===== src/rtl/logic_unit_pkg.sv =====
// logic_unit_pkg: shared op-code definitions for the pipelined logic unit.
//   OP_W   : op-code width in bits
//   op_t   : op-code type
//   OP_*   : op-code values AND..NOT_A
package logic_unit_pkg;

  localparam int unsigned OP_W = 3;

  typedef logic [OP_W-1:0] op_t;

  localparam op_t OP_AND    = 3'd0;
  localparam op_t OP_OR     = 3'd1;
  localparam op_t OP_XOR    = 3'd2;
  localparam op_t OP_NAND   = 3'd3;
  localparam op_t OP_NOR    = 3'd4;
  localparam op_t OP_XNOR   = 3'd5;
  localparam op_t OP_PASS_A = 3'd6;
  localparam op_t OP_NOT_A  = 3'd7;

endpackage


===== src/rtl/logic_unit_pipe_if.sv =====
// logic_unit_pipe_if: operand/result handshake bundle for logic_unit_pipe.
//   master : operand source / result consumer (drives in_*, acc_clr, out_ready)
//   slave  : the logic unit (drives in_ready, out_valid, out_data, flags)
// Flag signals out_zero/out_par exist only when LOGIC_UNIT_FLAGS_EN is defined.
interface logic_unit_pipe_if #(
  parameter int unsigned WIDTH = 8
);
  import logic_unit_pkg::*;

  logic             in_valid;
  logic             in_ready;
  logic [WIDTH-1:0] in_a;
  logic [WIDTH-1:0] in_b;
  op_t              in_op;
  logic             in_acc;
  logic             acc_clr;
  logic             out_valid;
  logic             out_ready;
  logic [WIDTH-1:0] out_data;
`ifdef LOGIC_UNIT_FLAGS_EN
  logic             out_zero;
  logic             out_par;
`endif

  modport master (
    output in_valid, in_a, in_b, in_op, in_acc, acc_clr, out_ready,
`ifdef LOGIC_UNIT_FLAGS_EN
    input  out_zero, out_par,
`endif
    input  in_ready, out_valid, out_data
  );

  modport slave (
    input  in_valid, in_a, in_b, in_op, in_acc, acc_clr, out_ready,
`ifdef LOGIC_UNIT_FLAGS_EN
    output out_zero, out_par,
`endif
    output in_ready, out_valid, out_data
  );

endinterface


===== src/rtl/logic_op_core.sv =====
// logic_op_core: combinational bitwise op unit, {a, b, op} -> result.
//   a_i, b_i : WIDTH-bit operands
//   op_i     : op code (logic_unit_pkg::OP_*)
//   res_o    : WIDTH-bit result
module logic_op_core
  import logic_unit_pkg::*;
#(
  parameter int unsigned WIDTH = 8
) (
  input  logic [WIDTH-1:0] a_i,
  input  logic [WIDTH-1:0] b_i,
  input  op_t              op_i,
  output logic [WIDTH-1:0] res_o
);

  always_comb begin
    res_o = '0;
    unique case (op_i)
      OP_AND:    res_o = a_i & b_i;
      OP_OR:     res_o = a_i | b_i;
      OP_XOR:    res_o = a_i ^ b_i;
      OP_NAND:   res_o = ~(a_i & b_i);
      OP_NOR:    res_o = ~(a_i | b_i);
      OP_XNOR:   res_o = ~(a_i ^ b_i);
      OP_PASS_A: res_o = a_i;
      OP_NOT_A:  res_o = ~a_i;
    endcase
  end

endmodule


===== src/rtl/logic_unit_pipe.sv =====
// logic_unit_pipe: two-stage pipelined bitwise logic unit with accumulator mode.
//   clk   : rising-edge clock
//   rst_n : asynchronous active-low reset
//   bus   : logic_unit_pipe_if.slave (operand in, result out, acc_clr)
// Stage S1 registers the operand beat, stage S2 registers the result.
// Optional LOGIC_UNIT_FLAGS_EN adds registered out_zero/out_par flags.
module logic_unit_pipe
  import logic_unit_pkg::*;
#(
  parameter int unsigned      WIDTH    = 8,
  parameter logic [WIDTH-1:0] ACC_INIT = '0
) (
  input logic              clk,
  input logic              rst_n,
  logic_unit_pipe_if.slave bus
);

  logic             s1_valid_q, s1_valid_d;
  logic [WIDTH-1:0] s1_a_q, s1_b_q;
  op_t              s1_op_q;
  logic             s1_acc_q;
  logic             s2_valid_q, s2_valid_d;
  logic [WIDTH-1:0] s2_data_q;
  logic [WIDTH-1:0] acc_q, acc_d;

  logic             in_fire, s2_take, out_fire;
  logic [WIDTH-1:0] op_a, result;

  // S1 can advance into S2 when S2 is empty or draining this cycle.
  assign s2_take  = s1_valid_q && (!s2_valid_q || bus.out_ready);
  assign out_fire = s2_valid_q && bus.out_ready;
  assign in_fire  = bus.in_valid && bus.in_ready;

  assign bus.in_ready  = !s1_valid_q || s2_take;
  assign bus.out_valid = s2_valid_q;
  assign bus.out_data  = s2_data_q;

  always_comb begin
    op_a = s1_a_q;
    if (s1_acc_q) begin
      // A clear in the transfer cycle wins over the stale accumulator value.
      op_a = bus.acc_clr ? ACC_INIT : acc_q;
    end
  end

  logic_op_core #(
    .WIDTH(WIDTH)
  ) u_core (
    .a_i  (op_a),
    .b_i  (s1_b_q),
    .op_i (s1_op_q),
    .res_o(result)
  );

  always_comb begin
    s1_valid_d = s1_valid_q;
    if (in_fire) begin
      s1_valid_d = 1'b1;
    end else if (s2_take) begin
      s1_valid_d = 1'b0;
    end

    s2_valid_d = s2_valid_q;
    if (s2_take) begin
      s2_valid_d = 1'b1;
    end else if (out_fire) begin
      s2_valid_d = 1'b0;
    end

    acc_d = acc_q;
    if (bus.acc_clr) begin
      acc_d = ACC_INIT;
    end else if (s2_take) begin
      acc_d = result;
    end
  end

  always_ff @(posedge clk or negedge rst_n) begin
    if (!rst_n) begin
      s1_valid_q <= 1'b0;
      s1_a_q     <= '0;
      s1_b_q     <= '0;
      s1_op_q    <= OP_AND;
      s1_acc_q   <= 1'b0;
      s2_valid_q <= 1'b0;
      s2_data_q  <= '0;
      acc_q      <= ACC_INIT;
    end else begin
      s1_valid_q <= s1_valid_d;
      s2_valid_q <= s2_valid_d;
      acc_q      <= acc_d;
      if (in_fire) begin
        s1_a_q   <= bus.in_a;
        s1_b_q   <= bus.in_b;
        s1_op_q  <= bus.in_op;
        s1_acc_q <= bus.in_acc;
      end
      if (s2_take) begin
        s2_data_q <= result;
      end
    end
  end

`ifdef LOGIC_UNIT_FLAGS_EN
  logic zero_q, par_q;

  always_ff @(posedge clk or negedge rst_n) begin
    if (!rst_n) begin
      zero_q <= 1'b0;
      par_q  <= 1'b0;
    end else if (s2_take) begin
      zero_q <= (result == '0);
      par_q  <= ^result;
    end
  end

  assign bus.out_zero = zero_q;
  assign bus.out_par  = par_q;
`endif

endmodule


===== src/flat_wrapper.sv =====
// flat-port wrapper written by rule: the top's interface ports become plain ports
module logic_unit_pipe_flat import logic_unit_pkg::*;
#(
  parameter int unsigned      WIDTH    = 8,
  parameter logic [WIDTH-1:0] ACC_INIT = '0
)
  (clk, rst_n, bus_in_valid, bus_in_a, bus_in_b, bus_in_op, bus_in_acc, bus_acc_clr, bus_out_ready, bus_in_ready, bus_out_valid, bus_out_data);
  logic_unit_pipe_if #(.WIDTH(WIDTH)) bus_i ();
  input logic clk;
  input logic rst_n;
  input wire logic [$bits(bus_i.in_valid)-1:0] bus_in_valid;
  input wire logic [$bits(bus_i.in_a)-1:0] bus_in_a;
  input wire logic [$bits(bus_i.in_b)-1:0] bus_in_b;
  input wire logic [$bits(bus_i.in_op)-1:0] bus_in_op;
  input wire logic [$bits(bus_i.in_acc)-1:0] bus_in_acc;
  input wire logic [$bits(bus_i.acc_clr)-1:0] bus_acc_clr;
  input wire logic [$bits(bus_i.out_ready)-1:0] bus_out_ready;
  output wire logic [$bits(bus_i.in_ready)-1:0] bus_in_ready;
  output wire logic [$bits(bus_i.out_valid)-1:0] bus_out_valid;
  output wire logic [$bits(bus_i.out_data)-1:0] bus_out_data;
  assign bus_i.in_valid = bus_in_valid;
  assign bus_i.in_a = bus_in_a;
  assign bus_i.in_b = bus_in_b;
  assign bus_i.in_op = bus_in_op;
  assign bus_i.in_acc = bus_in_acc;
  assign bus_i.acc_clr = bus_acc_clr;
  assign bus_i.out_ready = bus_out_ready;
  assign bus_in_ready = bus_i.in_ready;
  assign bus_out_valid = bus_i.out_valid;
  assign bus_out_data = bus_i.out_data;
  logic_unit_pipe #(.WIDTH(WIDTH), .ACC_INIT(ACC_INIT)) u_core (.clk(clk), .rst_n(rst_n), .bus(bus_i));
endmodule

===== config.mk =====
export PLATFORM = sky130hd
export DESIGN_NAME = logic_unit_pipe_flat
export DESIGN_NICKNAME = d
export VERILOG_FILES = /design/src/rtl/logic_unit_pkg.sv /design/src/rtl/logic_unit_pipe_if.sv /design/src/rtl/logic_op_core.sv /design/src/rtl/logic_unit_pipe.sv /design/src/flat_wrapper.sv
export SDC_FILE = /design/constraint.sdc
export NUM_CORES = 1
export LEC_CHECK = 0
export CORE_MARGIN = 3
export CORE_UTILIZATION = 42
export CTS_CLUSTER_SIZE = 14
export DETAILED_ROUTE_END_ITERATION = 6
export PLACE_DENSITY = 0.68
export SYNTH_ARGS = -nofsm -noshare
export SYNTH_HDL_FRONTEND = slang
export SYNTH_SLANG_ARGS = --single-unit

===== constraint.sdc =====
create_clock -name clk -period 2.2 [get_ports clk]
set_input_delay 0.55 -clock clk [delete_from_list [all_inputs] [get_ports clk]]
set_output_delay 0.55 -clock clk [all_outputs]
set_load 0.02 [all_outputs]

==> results of run 1 <==
## logic make-up after synthesis
kind of cell | Yosys count | share of synthesized area
adders and majority gates | 16 | 0.07805
DFF | 38 | 0.3707
muxes | 23 | 0.09951
and+or+nand+nor | 80 | 0.1693
buffers and inverters | 36 | 0.07365
AOI/OAI and AO/OA | 71 | 0.2088
## per-layer routing
| metal | routed length (um) | share of wire | GRT usage | vias up |
|---|---|---|---|---|
| met4 | 68 | 0.011 | 0.05848 | 0 |
| met3 | 255 | 0.042 | 0.03337 | 8 |
| met5 | 0 | 0 | 0 | - |
| met1 | 2717 | 0.45 | 0.2267 | 1064 |
| li1 | - | - | - | 1068 |
| met2 | 3007 | 0.50 | 0.3020 | 47 |
## registers in the layout, summed over array words and instances (netlist names)
name                  cells
u_core.acc_q              8
u_core.bus.out_data       8
u_core.bus.out_valid      1
u_core.s1_a_q             8
u_core.s1_acc_q           1
u_core.s1_b_q             8
u_core.s1_op_q            3
u_core.s1_valid_q         1
## synthesized netlist by cell type (2+ instances only)
| library cell | instances | area [um2] |
|---|---|---|
| dfrtp_1 | 38 | 950.9 |
| nand2_1 | 23 | 86.33 |
| mux2_2 | 20 | 225.2 |
| inv_1 | 18 | 67.56 |
| nand2b_1 | 18 | 112.6 |
| ha_1 | 16 | 200.2 |
| nor2b_1 | 12 | 75.07 |
| a21oi_1 | 11 | 55.05 |
| a211oi_1 | 9 | 67.56 |
| nor2_1 | 8 | 30.03 |
| o32ai_1 | 7 | 61.31 |
| buf_6 | 5 | 56.30 |
| clkbuf_1 | 5 | 18.77 |
| o221ai_1 | 5 | 43.79 |
| a32oi_1 | 4 | 35.03 |
| and3_1 | 4 | 25.02 |
| buf_2 | 4 | 20.02 |
| o211ai_1 | 4 | 30.03 |
| o22ai_1 | 4 | 25.02 |
| o31ai_1 | 4 | 30.03 |
| a21boi_0 | 3 | 22.52 |
| a21oi_2 | 3 | 26.28 |
| a2bb2oi_1 | 3 | 26.28 |
| a311oi_1 | 3 | 26.28 |
| a31oi_1 | 3 | 18.77 |
| mux2i_1 | 3 | 30.03 |
| nand3_1 | 3 | 15.01 |
| o21ai_0 | 3 | 15.01 |
| or3_1 | 3 | 18.77 |
| buf_4 | 2 | 15.01 |
| or2_2 | 2 | 12.51 |
## critical path, stage by stage (launching register included)
cell and delay (ns):
dfrtp_1 0.43, and3b_2 0.24, or2_2 0.30, ha_1 0.30, o22ai_1 0.08, a211oi_2 0.32, a211oi_2 0.08, o32ai_1 0.26
## layout by cell type, fill, tap and decap left out, types with 2 or more instances in the layout
cell type and n:
o22ai_1 4, clkbuf_8 6, and3_1 4, a2bb2oi_1 3, inv_1 18, o211ai_1 4, a311oi_1 3, buf_4 28
or2_2 2, mux2i_1 3, o32ai_2 2, dfrtp_1 38, nand3_1 3, o32ai_1 5, nor2b_1 12, a32oi_1 4
a31oi_1 3, a21oi_1 11, o21ai_0 3, nor2_1 8, a211oi_1 7, o221ai_1 5, a211oi_2 2, mux2_2 20
clkdlybuf4s50_1 31, a21oi_2 3, ha_1 16, a21boi_0 3, or3_1 3, nand2_1 22, nand2b_1 18, o31ai_1 4
## worst max-delay path by stage
stage,end,slack (ns),cells past startpoint
5_1_grt,u_core.acc_q[7]$_DFFE_PN0P_,0.007,7
2_1_floorplan,u_core.bus.out_data[7]$_DFFE_PN0P_,0.05,6
6_report,u_core.acc_q[7]$_DFFE_PN0P_,0.1,7
3_3_place_gp,u_core.bus.out_data[7]$_DFFE_PN0P_,-0.54,9
4_1_cts,u_core.acc_q[3]$_DFFE_PN0P_,0.02,9
3_5_place_dp,u_core.bus.out_data[7]$_DFFE_PN0P_,-0.58,9
## through the flow
step,total power [mW],setup slack [ns]
floorplan,1.622,0.04615
global placement,1.999,-0.5398
detailed placement,2.029,-0.5838
CTS,2.559,0.01646
global route,2.739,0.007415
finish,2.557,0.09937
## final cells by class
cell class | count | area [um2]
Sequential cell | 38 | 950.9
Timing Repair Buffer | 64 | 570.5
Tap cell | 72 | 90.09
Multi-Input combinational cell | 190 | 1459
Fill cell | 513 | 2472
Clock inverter | 2 | 12.51
Inverter | 19 | 71.32
Clock buffer | 6 | 82.58
## repair_timing
| item | in CTS | in global routing |
|---|---|---|
| hold buffers | 0 | 0 |
| setup buffers | 0 | 1 |
| setup endpoints to repair | 17 | 10 |
| pin swaps | 2 | 5 |
| gates resized for setup | 6 | 6 |
## power by group through the flow
stage / sequential [mW] / combinational [mW] / clock, mW
6_report: 0.963 / 1.08 / 0.511
5_1_grt: 0.986 / 1.19 / 0.561
4_1_cts: 0.963 / 1.07 / 0.526
3_5_place_dp: 0.977 / 1.05 / 0
3_3_place_gp: 0.972 / 1.03 / 0
2_1_floorplan: 0.997 / 0.625 / 0
==> results.cfg, run 1 <==
[timing]
whs_ns = 0.2973
worst_pin_slew_ns = 0.6222
slew_viol_final = 0
fmax_mhz = 476.0
finClkSkew_ns = 0.005757
setup_viol = 0
layout_min_cycle_time_ns = 2.101
setup_tns_ns = 0
fin_crit_sh = 0.9548
rsz0062_at_grt = no
finalHoldViolations = 0
relSlewSlack = 0.5852

[synth]
ys_seq_area_frac = 0.3707
ys_ff_latch = 38
synth-async-reset-ratio = 1.000
synth_edf_count = 0
synth_flop_cell = dfrtp_1
syn_inst = 264
avgSynthCellArea_um2 = 9.716
yosysWarningCount = 0
synth.cell_area_um2 = 2565
yosysUniqueCellTypes = 45
synth_nets = 305

[critical_path]
reg2regPathDepth = 7
cp_data_required_time_ns = 2.40
crit_fanout = 5
end_kind = flop
path_class = flop to flop
cp-startpoint = u_core.s1_acc_q$_DFFE_PN0P_
reg2reg_from = u_core.s1_acc_q$_DFFE_PN0P_
critical_path_arrival_ns = 2.30
r2r-end = u_core.acc_q[7]$_DFFE_PN0P_
rrSetupSlack_ns = 0.1
start_kind = flop

[worst_hold_path]
hold_path.class = input pin to asynchronous set/reset pin

[cells_and_area]
num_antenna_cells = 0
areaGrowthSynthToFinish_pct = 26.19
stdcell_count = 391
drive_above_1_share = 0.2382
design_area_um2 = 3237
postLayoutCoreUtil = 0.5670
fin_nets = 359

[global_routing]
grt_usage = 0.1775
grt_pass1_wl_um = 10340
grt_max_degree = 39
grt-ovfl-total = 0
grt_pass1_vias = 2224
antenna_found_initial = 0

[clock_tree]
tritoncts = yes
cts_buffers = 5
clkTransAtPathRegs_ns = 0.08
htree_levels = 2
clk-insertion-delay-late_ns = 0.29
clock_path_buffers = 2
root_buffer = clkbuf_8
clock_sinks = 38

[status]
status = finished clean

[power]
power_frac_seq = 0.377
p_sw_mw = 0.9180
internal-power_mw = 1.639
peakVddDrop_uv = 545.7
clockPowerShare = 0.200
pwr-share-comb = 0.423
powerDensity_nw_per_um2 = 790.0
leakagePower_nw = 1.454
switching_share = 0.3590

[placement]
gp_congestion = 0.8833
placed_cells = 382
portBuffers = 34
placed_cell_area_um2 = 3103
place_hpwl_um = 4390

[route]
viasPerCell = 5.593
drtPass1Iterations = 4
wirelength_um = 6049
final_antenna_net_count = 0
drc_errors = 0
vias = 2187
drtIter0Drc = 96
wl_per_cell_um = 15.47

[die]
start_util = 0.4493
core_um2 = 5709
dieArea_um2 = 7080
io_pins = 35
num_rows = 27
die_h_um = 84.15
die_w_um = 84.15

[job]
cap_violations = 0
Power figures use the tool's default switching activity.
==> inputs of run 2 (changes only) <==
--- a/config.mk
+++ b/config.mk
@@ -13,3 +13,4 @@
 export SYNTH_ARGS = -nofsm -noshare
 export SYNTH_HDL_FRONTEND = slang
 export SYNTH_SLANG_ARGS = --single-unit
+export TNS_END_PERCENT = 5
==> results of run 2 <==
Same layout as run 1: the final DEF is identical, and so are final timing and power.
